[src/rtl/edge_event_arbiter_if.sv]
// Shared event port between the edge arbiter and its consumer.
// Master offers channel/kind with valid; slave answers with ready.
interface edge_event_arbiter_if #(
  parameter int CH_W = 2
);
  logic            evt_valid;
  logic            evt_ready;
  logic [CH_W-1:0] evt_ch;
  logic            evt_fall;

  modport master (
    output evt_valid,
    output evt_ch,
    output evt_fall,
    input  evt_ready
  );

  modport slave (
    input  evt_valid,
    input  evt_ch,
    input  evt_fall,
    output evt_ready
  );
endinterface

[src/rtl/edge_event_arbiter.sv]
// Per-channel edge capture with round-robin grant onto one event port.
// EDGE_ARB_FALL_EN: also report falling edges (evt_fall=1).
module edge_event_arbiter #(
  parameter int N_CH = 4,
  parameter int CH_W = $clog2(N_CH)
) (
  input  logic                  clk,
  input  logic                  reset,
  input  logic [N_CH-1:0]       sig_in,
  output logic [N_CH-1:0]       pending,
  output logic [N_CH-1:0]       ovf,
  input  logic                  ovf_clr,
  edge_event_arbiter_if.master  evt
);

  typedef enum logic {
    S_IDLE,
    S_OFFER
  } state_e;

  state_e          st_q, st_d;
  logic [N_CH-1:0] prev_q;
  logic [N_CH-1:0] pend_q, pend_d;
  logic [N_CH-1:0] ovf_q, ovf_d;
  logic [N_CH-1:0] rise, edge_v, hs_vec;
  logic [CH_W-1:0] rr_q, rr_d;
  logic [CH_W-1:0] ch_q, ch_d;
  logic [CH_W-1:0] sel, cand;
  logic            found, hs;
  int              idx;
`ifdef EDGE_ARB_FALL_EN
  logic [N_CH-1:0] fall, kind_q, kind_d;
  logic            fall_q, fall_d;
`endif

  always_comb begin
    rise = sig_in & ~prev_q;
`ifdef EDGE_ARB_FALL_EN
    fall   = ~sig_in & prev_q;
    edge_v = rise | fall;
`else
    edge_v = rise;
`endif
    hs     = (st_q == S_OFFER) && evt.evt_ready;
    hs_vec = hs ? (N_CH'(1) << ch_q) : '0;
    // A channel being handshaken this cycle is free to take a new edge.
    pend_d = (pend_q & ~hs_vec) | edge_v;
    ovf_d  = (ovf_clr ? '0 : ovf_q) | (edge_v & pend_q & ~hs_vec);
`ifdef EDGE_ARB_FALL_EN
    kind_d = kind_q;
    for (int i = 0; i < N_CH; i++) begin
      if (edge_v[i] && !(pend_q[i] && !hs_vec[i]))
        kind_d[i] = fall[i];
    end
`endif

    // First pending channel strictly after rr_q, cyclically.
    sel   = '0;
    found = 1'b0;
    cand  = '0;
    idx   = 0;
    for (int k = 1; k <= N_CH; k++) begin
      idx  = (int'(rr_q) + k) % N_CH;
      cand = CH_W'(idx);
      if (!found && pend_q[cand]) begin
        found = 1'b1;
        sel   = cand;
      end
    end

    st_d = st_q;
    rr_d = rr_q;
    ch_d = ch_q;
`ifdef EDGE_ARB_FALL_EN
    fall_d = fall_q;
`endif
    unique case (st_q)
      S_IDLE: begin
        if (found) begin
          st_d = S_OFFER;
          ch_d = sel;
`ifdef EDGE_ARB_FALL_EN
          fall_d = kind_q[sel];
`endif
        end
      end
      S_OFFER: begin
        if (evt.evt_ready) begin
          st_d = S_IDLE;
          rr_d = ch_q;
        end
      end
      default: st_d = S_IDLE;
    endcase
  end

  always_ff @(posedge clk) begin
    if (reset) begin
      st_q   <= S_IDLE;
      prev_q <= '0;
      pend_q <= '0;
      ovf_q  <= '0;
      rr_q   <= CH_W'(N_CH - 1);
      ch_q   <= '0;
`ifdef EDGE_ARB_FALL_EN
      kind_q <= '0;
      fall_q <= 1'b0;
`endif
    end else begin
      st_q   <= st_d;
      prev_q <= sig_in;
      pend_q <= pend_d;
      ovf_q  <= ovf_d;
      rr_q   <= rr_d;
      ch_q   <= ch_d;
`ifdef EDGE_ARB_FALL_EN
      kind_q <= kind_d;
      fall_q <= fall_d;
`endif
    end
  end

  assign evt.evt_valid = (st_q == S_OFFER);
  assign evt.evt_ch    = ch_q;
`ifdef EDGE_ARB_FALL_EN
  assign evt.evt_fall  = fall_q;
`else
  assign evt.evt_fall  = 1'b0;
`endif
  assign pending = pend_q;
  assign ovf     = ovf_q;

endmodule

[src/flat_wrapper.sv]
// flat-port wrapper written by rule: the top's interface ports become plain ports
module edge_event_arbiter_flat 
#(
  parameter int N_CH = 4,
  parameter int CH_W = $clog2(N_CH)
)
  (clk, reset, sig_in, pending, ovf, ovf_clr, evt_evt_valid, evt_evt_ch, evt_evt_fall, evt_evt_ready);
  edge_event_arbiter_if #(.CH_W(CH_W)) evt_i ();
  input  logic clk;
  input  logic reset;
  input  logic [N_CH-1:0] sig_in;
  output logic [N_CH-1:0] pending;
  output logic [N_CH-1:0] ovf;
  input  logic ovf_clr;
  output wire logic [$bits(evt_i.evt_valid)-1:0] evt_evt_valid;
  output wire logic [$bits(evt_i.evt_ch)-1:0] evt_evt_ch;
  output wire logic [$bits(evt_i.evt_fall)-1:0] evt_evt_fall;
  input wire logic [$bits(evt_i.evt_ready)-1:0] evt_evt_ready;
  assign evt_evt_valid = evt_i.evt_valid;
  assign evt_evt_ch = evt_i.evt_ch;
  assign evt_evt_fall = evt_i.evt_fall;
  assign evt_i.evt_ready = evt_evt_ready;
  edge_event_arbiter #(.N_CH(N_CH), .CH_W(CH_W)) u_core (.clk(clk), .reset(reset), .sig_in(sig_in), .pending(pending), .ovf(ovf), .ovf_clr(ovf_clr), .evt(evt_i));
endmodule
[config.mk]
export PLATFORM = sky130hd
export DESIGN_NAME = edge_event_arbiter_flat
export DESIGN_NICKNAME = d
export VERILOG_FILES = /design/src/rtl/edge_event_arbiter_if.sv /design/src/rtl/edge_event_arbiter.sv /design/src/flat_wrapper.sv
export SDC_FILE = /design/constraint.sdc
export NUM_CORES = 1
export LEC_CHECK = 0
export CAP_MARGIN = 20
export CORE_MARGIN = 1.5
export CORE_UTILIZATION = 41
export CTS_CLUSTER_SIZE = 20
export DETAILED_ROUTE_END_ITERATION = 6
export HOLD_SLACK_MARGIN = 0.06
export PLACE_DENSITY_LB_ADDON = 0.08
export SETUP_SLACK_MARGIN = 0.3
export SLEW_MARGIN = 30
export SYNTH_ARGS = -nofsm -noshare
export SYNTH_HDL_FRONTEND = slang
export SYNTH_SLANG_ARGS = --single-unit
[constraint.sdc]
create_clock -name clk -period 1.15 [get_ports clk]
set_input_delay 0.115 -clock clk [delete_from_list [all_inputs] [get_ports clk]]
set_output_delay 0.115 -clock clk [all_outputs]
set_load 0.01 [all_outputs]
==> metrics.md <==
| Metric | Value |
|---|---|
| Netlist Area Pre-Place | `732 um2` |
| Number of synthesized flops with an enable pin | `0` |
| RSZ-0062 raised after global routing | `yes` |
| Max Freq | `854 MHz` |
| Leading area contributor after synthesis | `dfxtp_1` |
| VDD IR-drop max | `999 uV` |
| Most frequent cells after synthesis | `dfxtp_1, nor2b_1, a21oi_1, nand2b_1, inv_1` |
| Cells after synthesis | `83` |
| CP Class | `register to register` |
| Routed Antenna Nets | `0` |
| Die Width | `45.3 um` |
| Area delta synth->final | `64.4%` |
| Period utilization | `102%` |
| DRC Markers | `0` |
| CTS root buffer | `clkbuf_4` |
| Design area | `1200 um2` |
| CP endpoint kind | `register` |
| Fillers | `130` |
| TritonCTS sink count | `17` |
| Routed via count | `718` |
| Placer congestion estimate | `0.800` |
| First-pass GRT wire length | `2730 um` |
| GRT Util Overall | `19.0%` |
| Die height | `45.3 um` |
| Leakage power | `0.477 nW` |
| Layout Skew | `3.90 ps` |
| Largest net degree at the start of global routing | `11` |
| Layout cells sized above 1 | `47.4%` |
| Post-synth top area share | `46.5%` |
| Core footprint | `1710 um2` |
| Diode count | `0` |
| Avg WL per Cell | `12.8 um` |
| CTS tree | `yes` |
| Drt first pass iters | `3` |
| Initial Util | `42.9%` |
| Post-DP HPWL | `1130 um` |
| Top_reg_cell synth | `dfxtp_1` |
| Final core occ | `70.5%` |
| H-tree depth | `1` |
| Pre-CTS setup slack | `-206 ps` |
| Critical Path RT | `1370 ps` |
| Final min period | `1170 ps` |
| Asr flop ratio synth | `0%` |
| Max Transition Viols Final | `0` |
| Port Buffers | `18` |
| Clk pin slew, worst setup/hold paths | `90 ps` |
| Maxcap violations | `0` |
| Pwr dens | `1140 nW/um2` |
| Syn_area_per_cell | `8.82 um2` |
| Largest fanout on the critical path | `8` |
| First-iteration detailed-routing DRC count | `9` |
| CP arrival | `1400 ps` |
| Synthesized Nets | `91` |
| Setup_tns | `-21.5 ps` |
| Rows | `15` |
| Largest cells by area after synthesis | `dfxtp_1, nor2b_1, nand2b_1` |
| Max clock buf depth | `2` |
| Hold Fails Final Rpt | `0` |
| Placed cell areas | `1020 um2` |
| Yosys warning count | `0` |
| Reg2Reg Setup Slack | `-20 ps` |
| Netlist cell types | `28` |
| Skew-Pair Late Insertion Delay | `290 ps` |
| Final wirelength | `1800 um` |
| Grt total ovfl | `0` |
| Final Setup Violations | `1` |
| Most common cell in the netlist | `dfxtp_1` |
| Hold path depth | `2` |
| Failing checks | `setup timing` |
| Initial antenna violation count | `0` |
| Seq/Total Area, Yosys | `46.5%` |
| PnR worst setup slack | `-21.5 ps` |
| Vias/cell | `5.09` |
| #FFs+latches synth | `17` |
| Worst setup SP type | `register` |
| Status | `finished, violations left` |
| Die area | `2050 um2` |
| Vias in the first global route | `654` |
| Nets | `125` |
| CTS Buf Count | `3` |
| Hold crit path type | `primary input to register` |
| R2R depth | `4` |
| # IOs | `20` |
[layout by cell type, fill, tap and decap left out, types with 2 or more instances in the layout]
cell type / instances
a211oi_1: 2
a21oi_1: 6
buf_4: 12
buf_6: 10
clkbuf_4: 3
clkdlybuf4s50_1: 5
dfxtp_1: 5
dfxtp_2: 5
dfxtp_4: 7
dlygate4sd2_1: 2
inv_1: 5
nand2_1: 2
nand2b_1: 7
nor2_1: 3
nor2b_1: 9
nor3_1: 2
o21ai_2: 3
o22ai_1: 4
o31ai_4: 2
[through the flow]
stage | total power [W] | hold WS, ps | std cells
after detailed placement | 0.000980 | 472 | 130
after global routing | 0.00144 | 212 | 141
after floorplan | 0.000840 | 187 | 83
after CTS | 0.00134 | 225 | 139
after global placement | 0.000976 | 470 | 130
final | 0.00137 | 206 | 141
[layer usage]
layer  wire length (um)  track usage (%)  vias to the layer above
met2                911             30.3                       15
met1                812             24.1                      346
met5                  0                0                        -
li1                   -                -                      353
met3                 56             3.20                        4
met4                 20             10.6                        0
[worst max-delay path, stage by stage, from the launching register on]
cell      delay (ps)
dfxtp_4          390
or3b_1           390
a21oi_2          150
o311ai_2          90
o21ai_1           90
[cells by family after synthesis]
kind of cell	after synthesis	share of synthesized area [%]
simple gates	34	28.5
compound gates	23	19.8
flops	17	46.5
buf+inv	8	4.62
other cells	1	0.512
[path summary, 6_finish.rpt]
check                  from                    to
max reg2reg  u_core.rr_q[1]  u_core.evt.evt_ch[1]
min                   reset        u_core.rr_q[0]
max          u_core.rr_q[1]  u_core.evt.evt_ch[1]
min reg2reg  u_core.rr_q[0]        u_core.rr_q[0]
[timing repair]
action                                  4_1_cts  5_1_grt
endpoints found under the hold margin         0        0
hold buffers                                  0        0
buffers inserted                              5        2
pin swaps                                     3        1
resized for setup                            65       13
endpoints found under the setup margin       23       24
[power breakdown]
part | internal [W] | switching, W | total, W
combinational | 0.000200 | 0.000151 | 0.000351
sequential | 0.000636 | 0.0000739 | 0.000710
clock | 0.000129 | 0.000183 | 0.000312
total | 0.000966 | 0.000407 | 0.00137
[final cells by class]
cell class	count	area, um2	area share (%)
clock buffer	3	22.5	1.87
timing repair buffer	31	294	24.4
multi-input combinational	58	453	37.6
sequential	17	373	31.0
clock inverter	1	5.00	0.416
tap	25	31.3	2.60
inverter	6	25.0	2.08
[sequential cells by signal (all words and copies together) (netlist names)]
| name | count |
|---|---|
| u_core.rr_q | 2 |
| u_core.evt.evt_ch | 2 |
| u_core.pending | 4 |
| u_core.prev_q | 4 |
| u_core.evt.evt_valid | 1 |
| u_core.ovf | 4 |
Note: power is estimated with default switching activity, not from simulation.
